===== src/rtl/arith_share_arbiter_if.sv =====
// Request/response bundle between two requesters and the shared add/sub arithmetic engine.
// The master side drives requests and operands; the slave side returns done strobes and results.
interface arith_share_arbiter_if #(
    parameter int AW = 16,
    parameter int BW = 8
);
    logic          req0;
    logic          op0;
    logic [AW-1:0] a0;
    logic [BW-1:0] b0;
    logic          req1;
    logic          op1;
    logic [AW-1:0] a1;
    logic [BW-1:0] b1;
    logic          done0;
    logic          done1;
    logic [AW-1:0] result;
    logic          ovf;
    logic          err;
    logic          busy;
    logic          gnt;

    modport master (
        output req0, op0, a0, b0, req1, op1, a1, b1,
        input  done0, done1, result, ovf, err, busy, gnt
    );

    modport slave (
        input  req0, op0, a0, b0, req1, op1, a1, b1,
        output done0, done1, result, ovf, err, busy, gnt
    );
endinterface


===== src/rtl/arith_share_arbiter.sv =====
// Round-robin shared iterative multiply (repeated add) / divide (repeated subtract) engine.
// One operation in flight; a one-cycle done strobe goes back to the granted requester.
module arith_share_arbiter #(
    parameter int AW = 16,
    parameter int BW = 8
) (
    input  logic                  clk,
    input  logic                  rst,
    arith_share_arbiter_if.slave  bus
);
    typedef enum logic [1:0] {S_IDLE, S_RUN, S_DONE} state_t;

    state_t        state_reg, state_next;
    logic          gnt_reg, gnt_next;
    logic          op_reg, op_next;
    logic [AW-1:0] a_reg, a_next;
    logic [BW-1:0] b_reg, b_next;
    logic [AW-1:0] acc_reg, acc_next;
    logic [BW-1:0] cnt_reg, cnt_next;
    logic [BW-1:0] quo_reg, quo_next;
    logic [AW-1:0] result_reg, result_next;
    logic          ovf_reg, ovf_next;
    logic          err_reg, err_next;

    logic [1:0]    req_v;
    logic [1:0]    op_v;
    logic [AW-1:0] a_v [2];
    logic [BW-1:0] b_v [2];
    logic [1:0]    done_v;
    logic          pick;
    logic [AW:0]   mul_sum;
    logic          div_ge;

    assign req_v  = {bus.req1, bus.req0};
    assign op_v   = {bus.op1, bus.op0};
    assign a_v[0] = bus.a0;
    assign a_v[1] = bus.a1;
    assign b_v[0] = bus.b0;
    assign b_v[1] = bus.b1;

    // On a tie the requester not served last time wins.
    assign pick    = (req_v[0] && req_v[1]) ? ~gnt_reg : req_v[1];
    assign mul_sum = {1'b0, acc_reg} + {1'b0, a_reg};
    assign div_ge  = acc_reg >= {{(AW-BW){1'b0}}, b_reg};

    generate
        for (genvar gi = 0; gi < 2; gi++) begin : g_done
            assign done_v[gi] = (state_reg == S_DONE) && (gnt_reg == 1'(gi));
        end
    endgenerate

    assign bus.done0  = done_v[0];
    assign bus.done1  = done_v[1];
    assign bus.result = result_reg;
    assign bus.ovf    = ovf_reg;
    assign bus.err    = err_reg;
    assign bus.busy   = (state_reg != S_IDLE);
    assign bus.gnt    = gnt_reg;

    always_comb begin
        state_next  = state_reg;
        gnt_next    = gnt_reg;
        op_next     = op_reg;
        a_next      = a_reg;
        b_next      = b_reg;
        acc_next    = acc_reg;
        cnt_next    = cnt_reg;
        quo_next    = quo_reg;
        result_next = result_reg;
        ovf_next    = ovf_reg;
        err_next    = err_reg;
        case (state_reg)
            S_IDLE: begin
                if (|req_v) begin
                    gnt_next = pick;
                    op_next  = op_v[pick];
                    a_next   = a_v[pick];
                    b_next   = b_v[pick];
                    ovf_next = 1'b0;
                    err_next = 1'b0;
                    if (!op_v[pick]) begin
                        acc_next   = '0;
                        cnt_next   = b_v[pick];
                        state_next = S_RUN;
                    end else if (b_v[pick] == '0) begin
                        err_next    = 1'b1;
                        result_next = '1;
                        state_next  = S_DONE;
                    end else begin
                        acc_next   = a_v[pick];
                        quo_next   = '0;
                        state_next = S_RUN;
                    end
                end
            end
            S_RUN: begin
                if (!op_reg) begin
                    if (cnt_reg != '0) begin
                        acc_next = mul_sum[AW-1:0];
                        ovf_next = ovf_reg | mul_sum[AW];
                        cnt_next = cnt_reg - BW'(1);
                    end else begin
                        result_next = acc_reg;
                        state_next  = S_DONE;
                    end
                end else if (div_ge && (quo_reg != {BW{1'b1}})) begin
                    acc_next = acc_reg - {{(AW-BW){1'b0}}, b_reg};
                    quo_next = quo_reg + BW'(1);
                end else begin
                    // Either the remainder is below the divisor or the quotient saturated.
                    ovf_next    = div_ge;
                    result_next = AW'({acc_reg[BW-1:0], quo_reg});
                    state_next  = S_DONE;
                end
            end
            S_DONE: state_next = S_IDLE;
            default: state_next = S_IDLE;
        endcase
    end

    always_ff @(posedge clk) begin
        if (rst) begin
            state_reg  <= S_IDLE;
            gnt_reg    <= 1'b1;
            op_reg     <= 1'b0;
            a_reg      <= '0;
            b_reg      <= '0;
            acc_reg    <= '0;
            cnt_reg    <= '0;
            quo_reg    <= '0;
            result_reg <= '0;
            ovf_reg    <= 1'b0;
            err_reg    <= 1'b0;
        end else begin
            state_reg  <= state_next;
            gnt_reg    <= gnt_next;
            op_reg     <= op_next;
            a_reg      <= a_next;
            b_reg      <= b_next;
            acc_reg    <= acc_next;
            cnt_reg    <= cnt_next;
            quo_reg    <= quo_next;
            result_reg <= result_next;
            ovf_reg    <= ovf_next;
            err_reg    <= err_next;
        end
    end
endmodule


===== src/flat_wrapper.sv =====
// flat-port wrapper written by rule: the top's interface ports become plain ports
module arith_share_arbiter_flat 
#(
    parameter int AW = 16,
    parameter int BW = 8
)
  (clk, rst, bus_req0, bus_op0, bus_a0, bus_b0, bus_req1, bus_op1, bus_a1, bus_b1, bus_done0, bus_done1, bus_result, bus_ovf, bus_err, bus_busy, bus_gnt);
  arith_share_arbiter_if #(.AW(AW), .BW(BW)) bus_i ();
  input  logic clk;
  input  logic rst;
  input wire logic [$bits(bus_i.req0)-1:0] bus_req0;
  input wire logic [$bits(bus_i.op0)-1:0] bus_op0;
  input wire logic [$bits(bus_i.a0)-1:0] bus_a0;
  input wire logic [$bits(bus_i.b0)-1:0] bus_b0;
  input wire logic [$bits(bus_i.req1)-1:0] bus_req1;
  input wire logic [$bits(bus_i.op1)-1:0] bus_op1;
  input wire logic [$bits(bus_i.a1)-1:0] bus_a1;
  input wire logic [$bits(bus_i.b1)-1:0] bus_b1;
  output wire logic [$bits(bus_i.done0)-1:0] bus_done0;
  output wire logic [$bits(bus_i.done1)-1:0] bus_done1;
  output wire logic [$bits(bus_i.result)-1:0] bus_result;
  output wire logic [$bits(bus_i.ovf)-1:0] bus_ovf;
  output wire logic [$bits(bus_i.err)-1:0] bus_err;
  output wire logic [$bits(bus_i.busy)-1:0] bus_busy;
  output wire logic [$bits(bus_i.gnt)-1:0] bus_gnt;
  assign bus_i.req0 = bus_req0;
  assign bus_i.op0 = bus_op0;
  assign bus_i.a0 = bus_a0;
  assign bus_i.b0 = bus_b0;
  assign bus_i.req1 = bus_req1;
  assign bus_i.op1 = bus_op1;
  assign bus_i.a1 = bus_a1;
  assign bus_i.b1 = bus_b1;
  assign bus_done0 = bus_i.done0;
  assign bus_done1 = bus_i.done1;
  assign bus_result = bus_i.result;
  assign bus_ovf = bus_i.ovf;
  assign bus_err = bus_i.err;
  assign bus_busy = bus_i.busy;
  assign bus_gnt = bus_i.gnt;
  arith_share_arbiter #(.AW(AW), .BW(BW)) u_core (.clk(clk), .rst(rst), .bus(bus_i));
endmodule

===== config.mk =====
export PLATFORM = sky130hd
export DESIGN_NAME = arith_share_arbiter_flat
export DESIGN_NICKNAME = d
export VERILOG_FILES = /design/src/rtl/arith_share_arbiter_if.sv /design/src/rtl/arith_share_arbiter.sv /design/src/flat_wrapper.sv
export SDC_FILE = /design/constraint.sdc
export NUM_CORES = 1
export LEC_CHECK = 0
export CELL_PAD_IN_SITES_DETAIL_PLACEMENT = 0
export CELL_PAD_IN_SITES_GLOBAL_PLACEMENT = 1
export CORE_MARGIN = 2
export CORE_UTILIZATION = 35
export CTS_BUF_LIST = sky130_fd_sc_hd__clkbuf_8 sky130_fd_sc_hd__clkbuf_16
export DETAILED_ROUTE_END_ITERATION = 16
export PLACE_DENSITY = 0.77
export SLEW_MARGIN = 20
export SYNTH_ARGS = -nofsm -noshare
export SYNTH_HDL_FRONTEND = slang
export SYNTH_SLANG_ARGS = --single-unit

===== constraint.sdc =====
create_clock -name clk -period 6.04 [get_ports clk]
set_input_delay 1.208 -clock clk [delete_from_list [all_inputs] [get_ports clk]]
set_output_delay 1.208 -clock clk [all_outputs]
set_load 0.05 [all_outputs]

==> results of run 1 <==
-- power breakdown --
group / switching (mW) / internal [mW] / total, mW
logic: 1.43 / 0.900 / 2.33
registers: 0.213 / 0.716 / 0.929
clock network: 0.242 / 0.283 / 0.525
-- area by class of cell --
cell class                      count  area, um2
Fill cell                        1428       8100
Timing Repair Buffer               83        810
Sequential cell                    78       1560
Clock inverter                      7       56.3
Tap cell                          184        230
Inverter                           18       67.6
Multi-Input combinational cell    487       3320
Clock buffer                        9        225
-- path summary, 6_finish.rpt --
check / startpoint / end / slack, ps / cells past startpoint
max reg2reg: u_core.acc_reg[2]$_SDFFE_PP0P_ / u_core.bus.result[0]$_SDFFE_PP0P_ / 2810 / 11
min reg2reg: u_core.bus.err$_SDFFE_PP0P_ / u_core.bus.err$_SDFFE_PP0P_ / 490 / 2
min: u_core.bus.err$_SDFFE_PP0P_ / u_core.bus.err$_SDFFE_PP0P_ / 490 / 2
max: bus_req1 / u_core.cnt_reg[3]$_SDFFE_PP0P_ / 1840 / 8
-- layer usage --
metal / global-route usage [%] / wire length [um] / up-vias
li1: - / - / 2407
met2: 31.0 / 6820 / 111
met1: 24.5 / 6820 / 2263
met4: 4.69 / 187 / 0
met5: 0 / 0 / -
met3: 5.24 / 657 / 15
-- metrics by stage --
stage | instances | setup WS [ps] | hold slack (ps) | utilization, % | instance area (um2)
2_1_floorplan | 618 | 2930 | 472 | - | 5110
3_3_place_gp | 849 | 1640 | 480 | 41.6 | 5980
3_5_place_dp | 849 | 1490 | 480 | 41.6 | 5980
4_1_cts | 865 | 1880 | 495 | 43.6 | 6260
5_1_grt | 866 | 1480 | 522 | 43.6 | 6270
6_report | 866 | 1840 | 495 | 43.6 | 6270
-- cell usage after synthesis, drive strengths merged, types with 13 or more instances --
cell / instances / area (um2)
a211oi: 42 / 333
a21oi: 35 / 175
a311oi: 16 / 184
buf: 14 / 100
clkbuf: 21 / 78.8
dfxtp: 78 / 1560
ha: 26 / 325
inv: 17 / 63.8
mux2i: 43 / 430
nand2: 40 / 150
nor2: 95 / 359
nor3: 17 / 101
o21ai: 38 / 190
xor2: 13 / 114
-- worst max-delay path, stage by stage --
cell             delay, ps
clkdlybuf4s50_1        510
a21boi_4               480
mux2i_1                760
a21oi_1                190
a21oi_1                830
o21ai_0                210
a22oi_1                190
nor2_1                  50
-- logic make-up (layout without fill, tap and decap cells) --
kind of cell    after synthesis  count (layout)  share of synthesized area (%)
mux                          44              44                           8.65
simple gates                210             210                           19.4
compound gates              183             183                           25.7
fa+ha+maj                    28              28                           7.15
buf+inv                      53             117                           4.83
xor+xnor                     22              22                           3.77
flops                        78              78                           30.6
==> results.py, run 1 <==
metrics = {
    "sta": {
        "setup_tns_ps": 0,
        "rsz0062_at_grt": "false",
        "final.period_utilization_pct": 69.5,
        "period_needed_ps": 4200,
        "fin_worst_skew_ps": 6.53,
        "slew_viol_final": 0,
        "finalHoldViolations": 0,
        "fmax_mhz": 238,
        "setup_viol": 0,
        "timing_worst_slew_pin_value_ps": 1030,
        "maxSlewHeadroom_pct": 31.2,
    },
    "die": {
        "core_area_um2": 14400,
        "chipHeight_um": 125,
        "die_w_um": 125,
        "dieArea_um2": 15600,
        "initial_core_util_pct": 35.5,
        "io_pins": 76,
        "rows": 44,
    },
    "cells_and_area": {
        "fin_nets": 759,
        "final_cell_mix": "93 x nor2_1, 78 x dfxtp_1, 74 x clkdlybuf4s50_1",
        "syn_to_final_growth_pct": 22.8,
        "drive_gt1_share_pct": 7.18,
        "final_common_cell": "nor2_1",
        "antennaDiodeCount": 0,
    },
    "critical_path": {
        "endpoint_kind": "flip-flop",
        "startpoint_type": "input port",
        "worstSetupPathType": "input port to flip-flop",
        "crit_arrival_ps": 4430,
        "crit_fanout": 15,
        "worstPathRequired_ps": 6270,
    },
    "synth": {
        "synth.avg_cell_area_um2": 8.26,
        "seq_area_frac_synth_pct": 30.6,
        "synthArstFlopShare_pct": 0,
        "ys_ff_latch": 78,
        "syn_inst": 618,
        "synth_edf_count": 0,
        "yosysWarningCount": 0,
        "synthesis.nets": 700,
        "yosysUniqueCellTypes": 72,
        "ys.flop_type": "dfxtp_1",
        "synth_area_um2": 5110,
    },
    "placed_design": {
        "dp_hpwl_mm": 10.7,
        "port_buffers": 75,
        "gp_congestion": 0.848,
    },
    "pwr": {
        "ir_drop_mv": 0.326,
        "power.total_mw": 3.78,
        "powerDensity_nw_per_um2": 604,
        "p_leak_nw": 2.31,
    },
    "routing": {
        "vias_per_cell": 5.54,
        "ant_nets": 0,
        "drt-pass1-iter-count": 5,
        "vias": 4796,
        "drt-total-wl_mm": 14.5,
        "route.detailed.drc": 0,
        "drt_iter0_drc": 251,
        "wire_per_inst_um": 16.7,
    },
    "clock_network": {
        "cts_hold_buffers": 0,
        "cts-buffers-inserted": 9,
        "htreeDepth": 3,
        "clock_latency_ps": 350,
        "cts_max_path_buffers": 2,
        "postCtsSetupRepairBufs": 0,
        "cts_resized": 0,
        "tritoncts": "done",
        "cts_root_buf": "clkbuf_16",
        "path_clk_slew_ps": 70,
        "cts_sinks": 78,
    },
    "global_routing": {
        "grt_usage_pct": 18.9,
        "grt_max_degree": 51,
        "grt_first_pass_wirelength_mm": 23.7,
        "grt-ovfl-total": 0,
        "first_global_vias": 4662,
        "antenna_found_initial": 0,
    },
    "worst_hold_path": {
        "hp-class": "flip-flop to flip-flop",
    },
    "status": {
        "status": "complete, no violations",
    },
    "run": {
        "maxCapViolCount": 0,
    },
}
Power figures use the tool's default switching activity.
==> run 2: changes to the inputs <==
Clock period 6.04 ns to 4 ns, I/O delays scaled along.
==> results.py, run 2 (synthesis results as in run 1) <==
metrics = {
    "status": {
        "status": "complete, no violations",
    },
    "die": {
        "rows": 44,
        "io_pins": 76,
        "core_area_um2": 14400,
        "chipHeight_um": 125,
        "die_w_um": 125,
        "dieArea_um2": 15600,
        "initial_core_util_pct": 35.5,
    },
    "routing": {
        "drt-pass1-iter-count": 4,
        "ant_nets": 0,
        "wire_per_inst_um": 16.5,
        "route.detailed.drc": 0,
        "vias": 4788,
        "vias_per_cell": 5.52,
        "drt-total-wl_mm": 14.4,
        "drt_iter0_drc": 361,
    },
    "pwr": {
        "p_comb_share_pct": 61.0,
        "p_leak_nw": 2.33,
        "ir_drop_mv": 0.571,
        "power_frac_clock_pct": 14.6,
        "sw_frac_of_total_pct": 48.7,
        "seqPwrFrac_pct": 24.4,
        "powerDensity_nw_per_um2": 913,
        "p_sw_mw": 2.80,
        "p_int_mw": 2.95,
    },
    "sta": {
        "final.period_utilization_pct": 76.0,
        "layout_setup_ws_ps": 960,
        "setup_viol": 0,
        "fin_worst_skew_ps": 10.5,
        "fmax_mhz": 329,
        "maxSlewHeadroom_pct": 41.9,
        "period_needed_ps": 3040,
        "rsz0062_at_grt": "false",
        "setup_tns_ps": 0,
        "timing_worst_slew_pin_value_ps": 872,
        "slew_viol_final": 0,
        "finalHoldViolations": 0,
    },
    "global_routing": {
        "first_global_vias": 4701,
        "grt_max_degree": 46,
        "grt_first_pass_wirelength_mm": 23.6,
        "grt_usage_pct": 18.7,
        "antenna_found_initial": 0,
        "grt-ovfl-total": 0,
    },
    "run": {
        "maxCapViolCount": 0,
    },
    "cells_and_area": {
        "final_util_pct": 43.9,
        "seqCellArea_um2": 1560,
        "final_cell_mix": "93 x nor2_1, 78 x dfxtp_1, 74 x clkdlybuf4s50_1",
        "antennaDiodeCount": 0,
        "drive_gt1_share_pct": 7.16,
        "final_common_cell": "nor2_1",
        "fin_nets": 761,
        "fill_cells": 1442,
        "multi_input_area_um2": 3320,
        "syn_to_final_growth_pct": 23.4,
    },
    "critical_path": {
        "worstPathRequired_ps": 4260,
        "endpoint_kind": "flip-flop",
        "crit_fanout": 33,
        "r2r_start": "u_core.acc_reg[4]$_SDFFE_PP0P_",
        "startpoint_type": "flip-flop",
        "crit_arrival_ps": 3300,
        "worstSetupPathType": "flip-flop to flip-flop",
        "critPathLaunch": "u_core.acc_reg[4]$_SDFFE_PP0P_",
    },
    "placed_design": {
        "port_buffers": 75,
        "gp_congestion": 0.855,
        "dp_slack_ps": 631,
        "dp_hpwl_mm": 10.9,
    },
    "clock_network": {
        "cts_sinks": 78,
        "postCtsSetupRepairBufs": 0,
        "path_clk_slew_ps": 60,
        "cts_root_buf": "clkbuf_16",
        "cts-buffers-inserted": 9,
        "cts_resized": 0,
        "htreeDepth": 3,
        "tritoncts": "done",
        "clock_latency_ps": 350,
        "cts_hold_buffers": 0,
        "cts_max_path_buffers": 2,
    },
    "worst_hold_path": {
        "hp-start": "u_core.bus.err$_SDFFE_PP0P_",
        "hp-class": "flip-flop to flip-flop",
    },
}
==> run 2: final timing paths <==
path	endpoint	slack, ps	cells past startpoint
setup / recovery	u_core.bus.result[7]$_SDFFE_PP0P_	960	10
hold / removal	u_core.bus.err$_SDFFE_PP0P_	500	2
setup reg to reg	u_core.bus.result[7]$_SDFFE_PP0P_	960	10
hold reg to reg	u_core.bus.err$_SDFFE_PP0P_	500	2
==> run 2: final cells by class <==
class,instances,share of cell area [%]
Clock inverter,5,0.794
Clock buffer,11,4.01
Timing Repair Buffer,85,13.0
Multi-Input combinational cell,487,52.7
Tap cell,184,3.65
Inverter,18,1.07
Sequential cell,78,24.8
==> run 2: power by group through the flow <==
stage	logic (mW)	clock network, mW	registers [mW]
finish	3.51	0.842	1.40
detailed placement	3.49	0	1.41
global placement	3.42	0	1.41
global route	3.92	0.888	1.44
CTS	3.51	0.862	1.40
floorplan	2.47	0	1.60
==> run 2: worst max-delay path, stage by stage, from the launching register on <==
cell	delay, ps
dfxtp_1	490
ha_1	350
a21o_1	180
a21oi_1	190
nand3_1	290
a211oi_2	420
nor2_1	150
a211oi_4	160
buf_4	360
nor2_1	100
a311oi_2	240
==> run 2: metal layers <==
layer / part of all wire, % / global-route usage (%) / routed length, um
met1: 48 / 24.9 / 6880
met2: 46 / 30.2 / 6550
met3: 4.4 / 2.75 / 637
met4: 2.0 / 7.60 / 284
met5: 0 / 0 / 0
==> run 2: metrics by stage <==
step	hold WS (ps)	cell area [um2]	cells	total power, mW
6_report	495	6300	868	5.76
3_5_place_dp	468	6000	852	4.91
5_1_grt	524	6300	868	6.25
4_1_cts	487	6300	868	5.77
3_3_place_gp	486	6000	852	4.83
2_1_floorplan	472	5110	618	4.08
